===== config.mk =====
export PLATFORM = sky130hd
export DESIGN_NAME = iopage_ctl
export DESIGN_NICKNAME = d
export VERILOG_FILES = /design/src/rtl/iopage_ctl.sv
export SDC_FILE = /design/constraint.sdc
export NUM_CORES = 1
export LEC_CHECK = 0
export ABC_AREA = 0
export BUFFER_PORTS_ARGS = -buffer_cell sky130_fd_sc_hd__clkbuf_2
export CAP_MARGIN = 20
export CORE_ASPECT_RATIO = 2
export CORE_MARGIN = 2
export CORE_UTILIZATION = 49
export DETAILED_ROUTE_END_ITERATION = 16
export PLACE_DENSITY = 0.8
export SLEW_MARGIN = 20
export SYNTH_ARGS = -nofsm -noshare
export SYNTH_HDL_FRONTEND = slang
export SYNTH_SLANG_ARGS = --single-unit

===== constraint.sdc =====
create_clock -name clk -period 2.05 [get_ports clk]
set_input_delay 0.3075 -clock clk [delete_from_list [all_inputs] [get_ports clk]]
set_output_delay 0.3075 -clock clk [all_outputs]
set_load 0.02 [all_outputs]

===== src/rtl/iopage_ctl.sv =====
// I/O page initiator: turns CPU transfers in the top 8 KB of 22-bit space into iopage_* cycles.
// Latency: read ack 2 cycles after accept, write ack 3; NXM pulse NXM_TIMEOUT+1 cycles after accept.
// Backpressure: one transfer in flight; cpu_req is only sampled in IDLE, so the CPU must hold or retry.
module iopage_ctl #(
  parameter int NXM_TIMEOUT = 8
) (
  input  logic        clk,
  input  logic        reset,
  input  logic        cpu_req,
  input  logic [21:0] cpu_addr,
  input  logic        cpu_rd,
  input  logic        cpu_wr,
  input  logic        cpu_byte_op,
  input  logic [15:0] cpu_data_out,
  output logic [15:0] cpu_data_in,
  output logic        cpu_ack,
  output logic        cpu_nxm,
  output logic [12:0] iopage_addr,
  output logic [15:0] iopage_data_out,
  output logic        iopage_rd,
  output logic        iopage_wr,
  output logic        iopage_byte_op,
  input  logic [15:0] iopage_data_in,
  input  logic        iopage_decode
);

  typedef enum logic [2:0] {
    S_IDLE,
    S_ADDR,
    S_WRITE,
    S_DONE,
    S_ERR
  } state_t;

  // Counter value seen in the last no-decode cycle before giving up.
  localparam logic [7:0] CNT_LAST = 8'(NXM_TIMEOUT - 1);

  state_t      state_q, state_d;
  logic [12:0] addr_q;
  logic [15:0] wdat_q;
  logic        byte_q;
  logic        wr_q;
  logic [7:0]  cnt_q;
  logic [15:0] rdat_q;

  logic        hit;
  logic        accept;
  logic [15:0] wdat_steer;
  logic [15:0] rdat_steer;

  assign hit    = (cpu_addr[21:13] == 9'o777);
  assign accept = cpu_req && hit && (cpu_rd || cpu_wr);

  // Byte writes replicate the low byte so the device can pick either lane.
  assign wdat_steer = cpu_byte_op ? {cpu_data_out[7:0], cpu_data_out[7:0]} : cpu_data_out;

  // Byte reads return the addressed lane right-justified and zero-extended.
  always_comb begin
    rdat_steer = iopage_data_in;
    if (byte_q) begin
      rdat_steer = addr_q[0] ? {8'h00, iopage_data_in[15:8]} : {8'h00, iopage_data_in[7:0]};
    end
  end

  // State, request latches, no-decode counter and read-data register.
  always_ff @(posedge clk) begin
    if (reset) begin
      state_q <= S_IDLE;
      addr_q  <= '0;
      wdat_q  <= '0;
      byte_q  <= 1'b0;
      wr_q    <= 1'b0;
      cnt_q   <= '0;
      rdat_q  <= '0;
    end else begin
      state_q <= state_d;
      if (state_q == S_IDLE && accept) begin
        addr_q <= cpu_addr[12:0];
        wdat_q <= wdat_steer;
        byte_q <= cpu_byte_op;
        wr_q   <= cpu_wr;
        cnt_q  <= '0;
      end else if (state_q == S_ADDR && !iopage_decode) begin
        cnt_q <= cnt_q + 8'd1;
      end
      if (state_q == S_ADDR && iopage_decode && !wr_q) begin
        rdat_q <= rdat_steer;
      end
    end
  end

  // Next-state and bus strobes; everything idles at zero outside an active transfer.
  always_comb begin
    state_d         = state_q;
    iopage_addr     = '0;
    iopage_data_out = '0;
    iopage_rd       = 1'b0;
    iopage_wr       = 1'b0;
    iopage_byte_op  = 1'b0;
    cpu_ack         = 1'b0;
    cpu_nxm         = 1'b0;
    case (state_q)
      S_IDLE: begin
        if (accept) state_d = S_ADDR;
      end
      S_ADDR: begin
        iopage_addr     = addr_q;
        iopage_byte_op  = byte_q;
        iopage_rd       = !wr_q;
        iopage_data_out = wr_q ? wdat_q : 16'h0000;
        if (iopage_decode) begin
          state_d = wr_q ? S_WRITE : S_DONE;
        end else if (cnt_q == CNT_LAST) begin
          state_d = S_ERR;
        end
      end
      S_WRITE: begin
        iopage_addr     = addr_q;
        iopage_byte_op  = byte_q;
        iopage_data_out = wdat_q;
        iopage_wr       = 1'b1;
        state_d         = S_DONE;
      end
      S_DONE: begin
        cpu_ack = 1'b1;
        state_d = S_IDLE;
      end
      S_ERR: begin
        cpu_nxm = 1'b1;
        state_d = S_IDLE;
      end
      default: state_d = S_IDLE;
    endcase
  end

  assign cpu_data_in = rdat_q;

endmodule


==> metrics <==
Worst Hold Class=in -> reg; R2R Path End=cnt_q[7]; H-tree Lvls=3; library cells used by synthesis=40; Data required, critical path=1.74 ns; status=finished with violations; top post-synthesis cells by area=dfxtp_1, mux2i_1, nand2_1; slowest stage delay, CP=0.41 ns; placed cell areas=3485 um^2; r2r worst-path depth=4; vias in the first global route=2850; final-stage net count=514; overflow left after global routing=0; DPL Wire Length=5.242 mm; antenna cells=0; die height=112.3 um; Post-DRT Antenna Nets=0; r2r startpoint=state_q[2]; Row Count=39; Register-to-Register Setup Slack=0.19 ns; Inserted Clock Buffers=9; sequential area share after synthesis=40.38%; Syn. warnings=0; Sum Neg Setup Slack=-1.256 ns; Sinks on Clock Net=58; critical path's top delay family=simple AND/OR/NAND/NOR gates; drt total wl=8.008 mm; hold wc startpoint=cpu_addr[8]; CP Capture Type=output port; worst rel slew slack=60.50%; Worst VDD drop=1.097 mV; fmax=462.8 MHz; Synthesized Nets=395; EDFF count, synth=0; post-route cell area=4159 um^2; clock-pin transition on the worst setup and hold timing paths=0.05 ns; Lkg Pwr=1.803 nW; top cell type's share of synthesized area=40.38%; total power=3.030 mW; Final WS setup=-0.1107 ns; DR DRC count=0; Area growth syn-to-layout=44.65%; Finish-stage setup viols=16; synthesized area per cell=8.634 um^2; largest net degree at the start of global routing=47; Top-Level Pins=111; CP Launch Type=flip-flop; Period minus WS final=2.161 ns; Max-cap violations=0; GRT Util Overall=25.24%; Mapped Cells=333; share of cells above drive strength 1=40.26%; Via Count=2873; setup clock skew after layout=0.008523 ns; pwr dens=728.6 nW/um^2; RSZ-0062 raised after global routing=yes; antenna violations before repair=0; crit-path cells=or3b_4, a211oi_4, buf_6, and2_1, clkbuf_8; Hold Path Depth=3; WL/cell=15.46 um; Core Box Area=5709 um^2; CTS max path bufs=2; DRT iter0 DRCs=124; Slew Limit Fails=0; most common library cells after synthesis=nand2_1, dfxtp_1, mux2i_1, and2_1, a21oi_1; Initial Util=50.36%; CTS tree=yes; RD Place Congestion=0.7872; Crit-path slowest cell=or3b_4; DP Worst Slack=0.04077 ns; register bit total from synthesis=58; period utilization=105.4%; Fin Hold WS=0.2155 ns; Worst Path Buf+Inv=2; Worst Path Max Fanout=8; asr flop ratio synth=0%; failing checks=setup timing; Pre-antenna DRT Iters=4; critical path arrival=1.85 ns; most common cell in the netlist=nand2_1; Mapped Area=2875 um^2; crit path kind=reg -> out; Die Wd=58.17 um; first-pass GRT wire length=12.82 mm; Worst Hold End=addr_q[8]; # port buffers=110; ys flop type=dfxtp_1; Least-Margin Pin Slew=0.5900 ns; drt via density=5.546; CTS Hold Bufs=0; Root Driver=clkbuf_16; hold violation total from the final report=0; Synth area leader=dfxtp_1; fillers=437; die area=6534 um^2; Clock Latency Late Sink=0.32 ns
## flip-flops by register name, summed over array words and instances, names as in the netlist
register     count
wr_q             1
cpu_data_in     16
cnt_q            8
wdat_q          16
addr_q          13
state_q          3
byte_q           1
## worst min-delay path: cells and delay by family
kind | cells | cell delay [ns]
mux | 1 | 0.05
buf+inv | 1 | 0.08
simple gates | 1 | 0.04
## routing by layer
metal	vias up	global-route usage, %	part of all wire [%]
li1	1406	-	-
met1	1354	25.97	36
met2	103	47.27	57
met3	10	6.452	4.9
met4	0	8.527	1.2
met5	-	0	0
## cells by family after synthesis
group	share of synthesized area, %
and+or+nand+nor	27.28
AOI/OAI and AO/OA	11.79
adders and majority gates	0.4351
DFF	40.38
muxes	13.93
xor gates and xnor gates	0.6093
buffers and inverters	5.570
## layout by cell type (no fill, tap or decap), drive strengths merged, types with 3 or more instances in the layout
master  netlist  layout
clkbuf       16     109
nand2        75      75
dfxtp        58      58
buf           9      34
mux2i        31      31
and2         30      30
a21oi        24      24
nand3        10      10
o21ai        10      10
nand4b        8       8
a311oi        8       8
mux2          8       8
inv           6       6
or4           6       6
o31ai         5       5
nor2          4       4
nand4         3       3
bufinv        0       3
or3           3       3
## power breakdown
group	switching [mW]	total [mW]	internal, mW
logic	0.0838	0.157	0.0734
clock network	0.527	1.75	1.22
registers	0.000442	1.13	1.12
total	0.611	3.03	2.42
## timing repair
item                                    4_1_cts  5_1_grt
gates resized for setup                      57       15
endpoints found under the setup margin       31       21
endpoints found under the hold margin         0        0
setup buffers                                 5        5
pin swaps                                    10        0
cloned                                        1        0
## cell type report
cell class / count / area [um^2] / area share (%)
clock buffer: 10 / 239.0 / 5.746
sequential: 58 / 1172 / 28.19
tap: 61 / 76.32 / 1.835
multi-input combinational: 243 / 1617 / 38.87
timing repair buffer: 133 / 909.6 / 21.87
clock inverter: 6 / 113.9 / 2.738
inverter: 7 / 31.28 / 0.7521
## how the worst max path moves through the flow
stage | start | endpoint | slack, ns | cells after the start
after detailed placement | state_q[1] | iopage_data_out[14] | 0.04 | 5
after global routing | state_q[2] | iopage_data_out[10] | -0.17 | 5
after floorplan | state_q[2] | iopage_data_out[0] | 0.07 | 5
after CTS | state_q[2] | iopage_data_out[13] | -0.1 | 5
after global placement | state_q[1] | iopage_data_out[4] | 0.16 | 5
final | state_q[2] | iopage_data_out[10] | -0.11 | 5
## per-stage QoR
step	cells	util, %
after global routing	518	72.85
after detailed placement	491	61.03
after global placement	491	61.03
after floorplan	333	-
after CTS	513	71.73
final	518	72.85
No activity file was read; power rests on OpenSTA's default activity.
